==> config.mk <==
export PLATFORM = sky130hd
export DESIGN_NAME = memory_access_stage
export DESIGN_NICKNAME = d
export VERILOG_FILES = /design/src/rtl/memory_access_stage.sv
export SDC_FILE = /design/constraint.sdc
export NUM_CORES = 1
export LEC_CHECK = 0
export CORE_ASPECT_RATIO = 1.5
export CORE_UTILIZATION = 41
export CTS_CLUSTER_DIAMETER = 30
export DETAILED_ROUTE_END_ITERATION = 16
export PLACE_DENSITY = 0.87
export SYNTH_ARGS = -nofsm -noshare
export SYNTH_HDL_FRONTEND = slang
export SYNTH_SLANG_ARGS = --single-unit
==> constraint.sdc <==
create_clock -name clk -period 3.9 [get_ports clk]
set_input_delay 1.17 -clock clk [delete_from_list [all_inputs] [get_ports clk]]
set_output_delay 1.17 -clock clk [all_outputs]
set_load 0.1 [all_outputs]
==> src/rtl/memory_access_stage.sv <==
// memory_access_stage: sits between the EX/MEM and MEM/WB buffers.
// Drives the data-memory port, owns the stack pointer and the output-port
// register, and registers the values the write-back stage needs.
// Optional build macro: STACK_GUARD_EN blocks pushes below STACK_LIMIT and
// pops from an empty stack, reporting them on stack_err.
module memory_access_stage #(
    parameter int                DATA_W      = 16,
    parameter logic [DATA_W-1:0] SP_RESET    = 16'h07FF,
    parameter logic [DATA_W-1:0] STACK_LIMIT = 16'h0400
) (
    input  logic              clk,
    input  logic              reset,
    input  logic              mem_read_in,
    input  logic              mem_write_in,
    input  logic              push_in,
    input  logic              pop_in,
    input  logic              in_port_in,
    input  logic              out_port_in,
    input  logic              wb_in,
    input  logic [2:0]        dest_in,
    input  logic [DATA_W-1:0] alu_result_in,
    input  logic [DATA_W-1:0] store_data_in,
    input  logic [DATA_W-1:0] in_port_data,
    output logic [DATA_W-1:0] mem_addr,
    output logic [DATA_W-1:0] mem_wdata,
    output logic              mem_re,
    output logic              mem_we,
    output logic              wb_out,
    output logic              mem_to_reg_out,
    output logic [2:0]        dest_out,
    output logic [DATA_W-1:0] result_out,
    output logic [DATA_W-1:0] out_port,
    output logic [DATA_W-1:0] sp,
    output logic              stack_err
);

    localparam logic [DATA_W-1:0] ONE = 1;

    logic              push_req;
    logic              pop_req;
    logic              both_err;
    logic              overflow;
    logic              underflow;
    logic              push_ok;
    logic              pop_ok;
    logic              illegal;
    logic              plain_op;
    logic [DATA_W-1:0] sp_inc;
    logic [DATA_W-1:0] sp_dec;

    assign sp_inc = sp + ONE;
    assign sp_dec = sp - ONE;

    // Classify the stack request; simultaneous push and pop is always illegal.
    always_comb begin
        push_req  = push_in & ~pop_in;
        pop_req   = pop_in & ~push_in;
        both_err  = push_in & pop_in;
`ifdef STACK_GUARD_EN
        overflow  = push_req & (sp < STACK_LIMIT);
        underflow = pop_req & (sp == SP_RESET);
`else
        overflow  = 1'b0;
        underflow = 1'b0;
`endif
        push_ok   = push_req & ~overflow;
        pop_ok    = pop_req & ~underflow;
        illegal   = both_err | overflow | underflow;
        plain_op  = ~push_in & ~pop_in;
    end

    // Memory port: stack ops take priority over plain loads/stores, a store
    // beats a load when both are requested.
    always_comb begin
        mem_wdata = store_data_in;
        mem_addr  = alu_result_in;
        mem_re    = 1'b0;
        mem_we    = 1'b0;
        if (push_req) begin
            mem_addr = sp;
            mem_we   = push_ok;
        end else if (pop_req) begin
            mem_addr = sp_inc;
            mem_re   = pop_ok;
        end else if (plain_op) begin
            mem_we   = mem_write_in;
            mem_re   = mem_read_in & ~mem_write_in;
        end
    end

    // Stack pointer: post-decrement on push, pre-increment on pop, wraps freely.
    always_ff @(posedge clk or posedge reset) begin
        if (reset) begin
            sp <= SP_RESET;
        end else if (push_ok) begin
            sp <= sp_dec;
        end else if (pop_ok) begin
            sp <= sp_inc;
        end
    end

    // MEM/WB buffer plus error pulse; illegal stack ops suppress write-back.
    always_ff @(posedge clk or posedge reset) begin
        if (reset) begin
            wb_out         <= 1'b0;
            mem_to_reg_out <= 1'b0;
            dest_out       <= 3'd0;
            result_out     <= '0;
            stack_err      <= 1'b0;
        end else begin
            wb_out         <= wb_in & ~illegal;
            mem_to_reg_out <= (mem_read_in | pop_in) & ~illegal;
            dest_out       <= dest_in;
            result_out     <= in_port_in ? in_port_data : alu_result_in;
            stack_err      <= illegal;
        end
    end

    // Output-port register loads only when requested, otherwise holds.
    always_ff @(posedge clk or posedge reset) begin
        if (reset) begin
            out_port <= '0;
        end else if (out_port_in) begin
            out_port <= store_data_in;
        end
    end

endmodule

[Yosys cells after proc, flatten, opt, wreduce, memory -nomap -nowiden]
Cells that the tools add are included.
Operators by class
  $add $sub $neg: 2
  divide/modulo/power cells: 0
  mux-type cells: 11
  bitwise logic cells: 12
  shift operators: 0
  $lt $le $gt $ge: 0
  eq/ne operators: 0
  reductions and logical operators: 1
  multiply operators: 0
Operators by type and width (number)
  16-bit two-way mux: 5
  16-bit by 1-bit adder with 16-bit output, second input constant: 1
  16-bit by 1-bit subtractor with 16-bit output, second input constant: 1
  1-bit AND: 7
  1-bit two-way mux: 6
  1-bit NOT: 4
  2-bit nonzero test: 1
  1-bit bitwise OR: 1
Storage, ports and cells
  memory bits (writable): 0
  register bits after elaboration: 54
  ROM bits: 0
  word-level logic and storage cells: 33
  latch bits: 0
  memories kept: 0

[Logic depth before layout (Yosys ltp)]
  depth in word-level cells: 5
  mapped depth: 7
  mapped depth without buffers: 6

[Least setup slack after synthesis]
No wires, ideal clock.
  path type: register to output
  start point: register sp[1]
  end point: output port mem_addr[14]
  path slack: -2.742 ns
  buffers on the path: 0
  arrival time: 5.472 ns
  cell stages (with the launch flop): 5
  cells stage by stage: dfstp_2 -> ha_1 -> nand3_1 -> or4_1 -> o311ai_0
Between the ends
  cells in the longest elaborated chain, start to end: 3
Ends and longest elaborated chain
  start, declared: line 33  | output logic [DATA_W-1:0] sp,
  start signal, assigned: line 96  | sp <= sp_dec;
  start signal, assigned: line 98  | sp <= sp_inc;
  16-bit by 1-bit adder with 16-bit output: line 51  | assign sp_inc = sp + ONE;
  16-bit two-way mux: line 82  | end else if (pop_req) begin
  16-bit two-way mux: line 79  | if (push_req) begin
  end, declared: line 24  | output logic [DATA_W-1:0] mem_addr,
No other way between the ends.

[Worst setup path after layout]
  start point: input port pop_in
  end point: output port mem_addr[11]
Between the ends
  cells in the longest elaborated chain, start to end: 3
  elaborated cells between the ends (all ways): 5
  those cells by class: mux: 2; bitwise: 3
Ends and longest elaborated chain
  start, declared: line 16  | input logic pop_in,
  1-bit AND / 1-bit NOT (equally long branches): line 57, 56
  16-bit two-way mux / 1-bit AND (equally long branches): line 82, 56
  16-bit two-way mux (*): line 79
Mark *: on every way between the ends. The rest lies on a longest branch, timed or not.

==> impl_metrics.tcl <==
set metrics [dict create \
    cts_htree_levels 2 \
    p_sw_uw 1824 \
    critical_path_required_ns 2.73 \
    yosys_warnings 0 \
    async_flop_share 1.000 \
    pin_count 148 \
    critPathLaunchType "input port" \
    placed_cells 521 \
    synthesis.nets 369 \
    clk_pin_slew_ns 0.10 \
    cts_buffers 5 \
    die_height_um 109.0 \
    yosysSeqAreaShare 0.4362 \
    maxCapViolations 0 \
    cpPeakStageDelay_ns 0.35 \
    worst_slew_pin_slew_ns 1.131 \
    ys_seq_elements 54 \
    p_leak_uw 0.002071 \
    syn-cell-area_sq_mm 0.003129 \
    critPathCaptureType "output pin" \
    pwr-share-seq 0.287 \
    layout.cells.non_filler 529 \
    wl_um 10160 \
    place_hpwl_um 7835 \
    post_dp_cell_area_sq_mm 0.005067 \
    combPwrFrac 0.607 \
    cp_top_family "compound AO/OA/AOI/OAI gates" \
    setup_violations 0 \
    drive_gt1_frac 0.3683 \
    multi_input_area_sq_mm 0.001725 \
    crit_slowest_cell "a221o_2" \
    status "complete, no violations" \
    totalNegativeSetupSlack_ns 0 \
    grt_max_degree 55 \
    antenna_found_initial 0 \
    synthCells 303 \
    worstSetupPathType "in -> out" \
    slew_headroom 0.2450 \
    fill_cells 517 \
    regArea_sq_mm 0.001365 \
    firstDrtPassIters 7 \
    post_cts_resized 19 \
    synth_edf_count 0 \
    fin_hold_ws_ns 0.5146 \
    vias 3072 \
    p_clk_frac 0.106 \
    path_cells "clkdlybuf4s15_1, buf_6, ha_4, buf_6, o311ai_0, o41ai_2, a221o_2, buf_12" \
    synth_flop_cell "dfrtp_1" \
    drtIter0Drc 182 \
    synth.distinct_cells 53 \
    avgViaCountPerCell 5.807 \
    port-buffer-count 147 \
    p_int_uw 1438 \
    cp.arrival_ns 2.67 \
    final_area_sq_mm 0.005248 \
    vdd.ir_drop.worst_mv 0.5949 \
    powerDensity_mw_per_mm2 621.7 \
    cp_max_fo 10 \
    nets 494 \
    crit_path_frequent_cell "buf_6" \
    root_buffer "clkbuf_8" \
    area.growth.synth_to_final_pct 67.69 \
    post-cts-setup-buffers 0 \
    grt_pass1_vias 3056 \
    clock_skew_ns 0.005274 \
    grt_usage 0.2523 \
    cts.sinks 54 \
    drc 0 \
    fmax_ghz 0.2604 \
    swShare 0.5591 \
    grt-ovfl-total 0 \
    gp_congestion 0.8915 \
    grt_pass1_wl_um 15400 \
    synth.avg_cell_area_sq_um 10.33 \
    ctsLongestPathBuffers 2 \
    core_sq_mm 0.007322 \
    start_util 0.4274 \
    chipWidth_um 73.33 \
    cts_tree "built" \
    rsz0062_at_grt "no" \
    path_buf_inv 4 \
    die_area_sq_mm 0.007993 \
    hold_viol_final 0 \
    insertedDiodeCount 0 \
    holdBufCountCts 0 \
    row_count 38 \
    drv_slew 0 \
    period_needed_ns 3.840 \
    hp-class "reg -> reg" \
    wire_per_inst_um 19.20 \
    antenna_left 0 \
    clk-insertion-delay-late_ns 0.31 \
    fin_crit_sh 0.9846 \
]
## cells by family (layout without fill, tap and decap cells)
group	count (synthesis)	count (layout)	share of synthesized area
and+or+nand+nor	83	83	0.1527
AOI/OAI and AO/OA	58	58	0.1319
DFF	54	54	0.4362
buffers and inverters	52	178	0.08836
muxes	34	34	0.1220
xor gates and xnor gates	16	16	0.04478
adders and majority gates	6	6	0.02399
## state kept, by name, summed over array words and instances (netlist names)
signal	cells
dest_out	3
mem_to_reg_out	1
out_port	16
result_out	16
sp	16
stack_err	1
wb_out	1
## layout by cell type (no fill, tap or decap), types with 7 or more instances in the layout
master           synthesis  final
a21oi_1                 11     10
buf_12                   0     35
buf_4                   17     25
clkdlybuf4s50_1          0     95
dfrtp_1                 43     43
dfstp_2                 11     11
mux2_2                  33     33
nand2_1                 16     15
nand4_1                  7      7
nor2_1                  12     10
nor4_1                   8      8
xnor2_1                 10     10
## cells in the mapped netlist, drive strengths merged (2+ instances only)
master / instances / share of area
nand4: 7 / 0.014
nor3: 4 / 0.0064
nor2: 12 / 0.014
or4: 8 / 0.022
or2: 2 / 0.0040
nor3b: 2 / 0.0048
nor2b: 2 / 0.0040
nand3: 9 / 0.016
a221o: 2 / 0.0064
a21oi: 11 / 0.018
o211ai: 3 / 0.0072
nand2: 16 / 0.019
o21ai: 7 / 0.011
dfrtp: 43 / 0.34
ha: 6 / 0.024
or3: 4 / 0.0084
a31oi: 5 / 0.010
o22a: 7 / 0.020
xnor2: 10 / 0.028
o311ai: 4 / 0.011
clkbuf: 15 / 0.018
a22oi: 5 / 0.012
inv: 9 / 0.011
o32ai: 4 / 0.011
dfstp: 11 / 0.092
xor2: 6 / 0.017
buf: 28 / 0.060
nor4: 8 / 0.016
o22ai: 4 / 0.010
nand2b: 2 / 0.0040
mux2: 33 / 0.12
and4: 2 / 0.0056
## worst reg2reg max path, cell delays in order, from the launching register on
cell	delay, ns
dfstp_2	0.71
nand4_1	0.29
or4_1	0.68
o22ai_1	0.33
xor2_1	0.20
## area by class of cell
cell class                 count  share of cell area
timing repair buffer         161              0.3619
multi-input combinational    197              0.3288
sequential                    54              0.2601
inverter                       9            0.006438
clock buffer                   6             0.01574
tap                          100             0.02384
clock inverter                 2            0.003100
## stage by stage
stage,util,setup WS [ns],power (uW)
final,0.7167,0.06015,3262
after detailed placement,0.6921,-0.4018,2899
after global placement,0.6921,-0.2999,2868
after floorplan,-,-0.1847,2352
after global routing,0.7167,0.003137,3355
after CTS,0.7145,0.006626,3250
## metal layers
metal | wire [um] | global-route usage | share of wire
met4 | 486 | 0.1305 | 0.048
met1 | 3373 | 0.2626 | 0.33
met3 | 760 | 0.04713 | 0.075
met2 | 5538 | 0.4702 | 0.55
met5 | 0 | 0 | 0
## worst paths after layout
kind	startpoint	end	slack (ns)	cells after the start
max in group asynchronous	reset	result_out[0]	1.73	2
worst max register to register	sp[8]	sp[15]	1.62	4
min in group asynchronous	reset	stack_err	1.47	2
worst min-delay path	out_port[15]	out_port[15]	0.51	1
worst min register to register	out_port[15]	out_port[15]	0.51	1
worst max-delay path	pop_in	mem_addr[11]	0.06	8
## power by group through the flow
stage	clock (uW)	combinational, uW	sequential (uW)
after floorplan	0	870	1480
after global placement	0	1940	927
final	344	1980	937
after detailed placement	0	1960	936
after CTS	350	1980	925
after global routing	369	2030	953
Power figures use the tool's default switching activity.
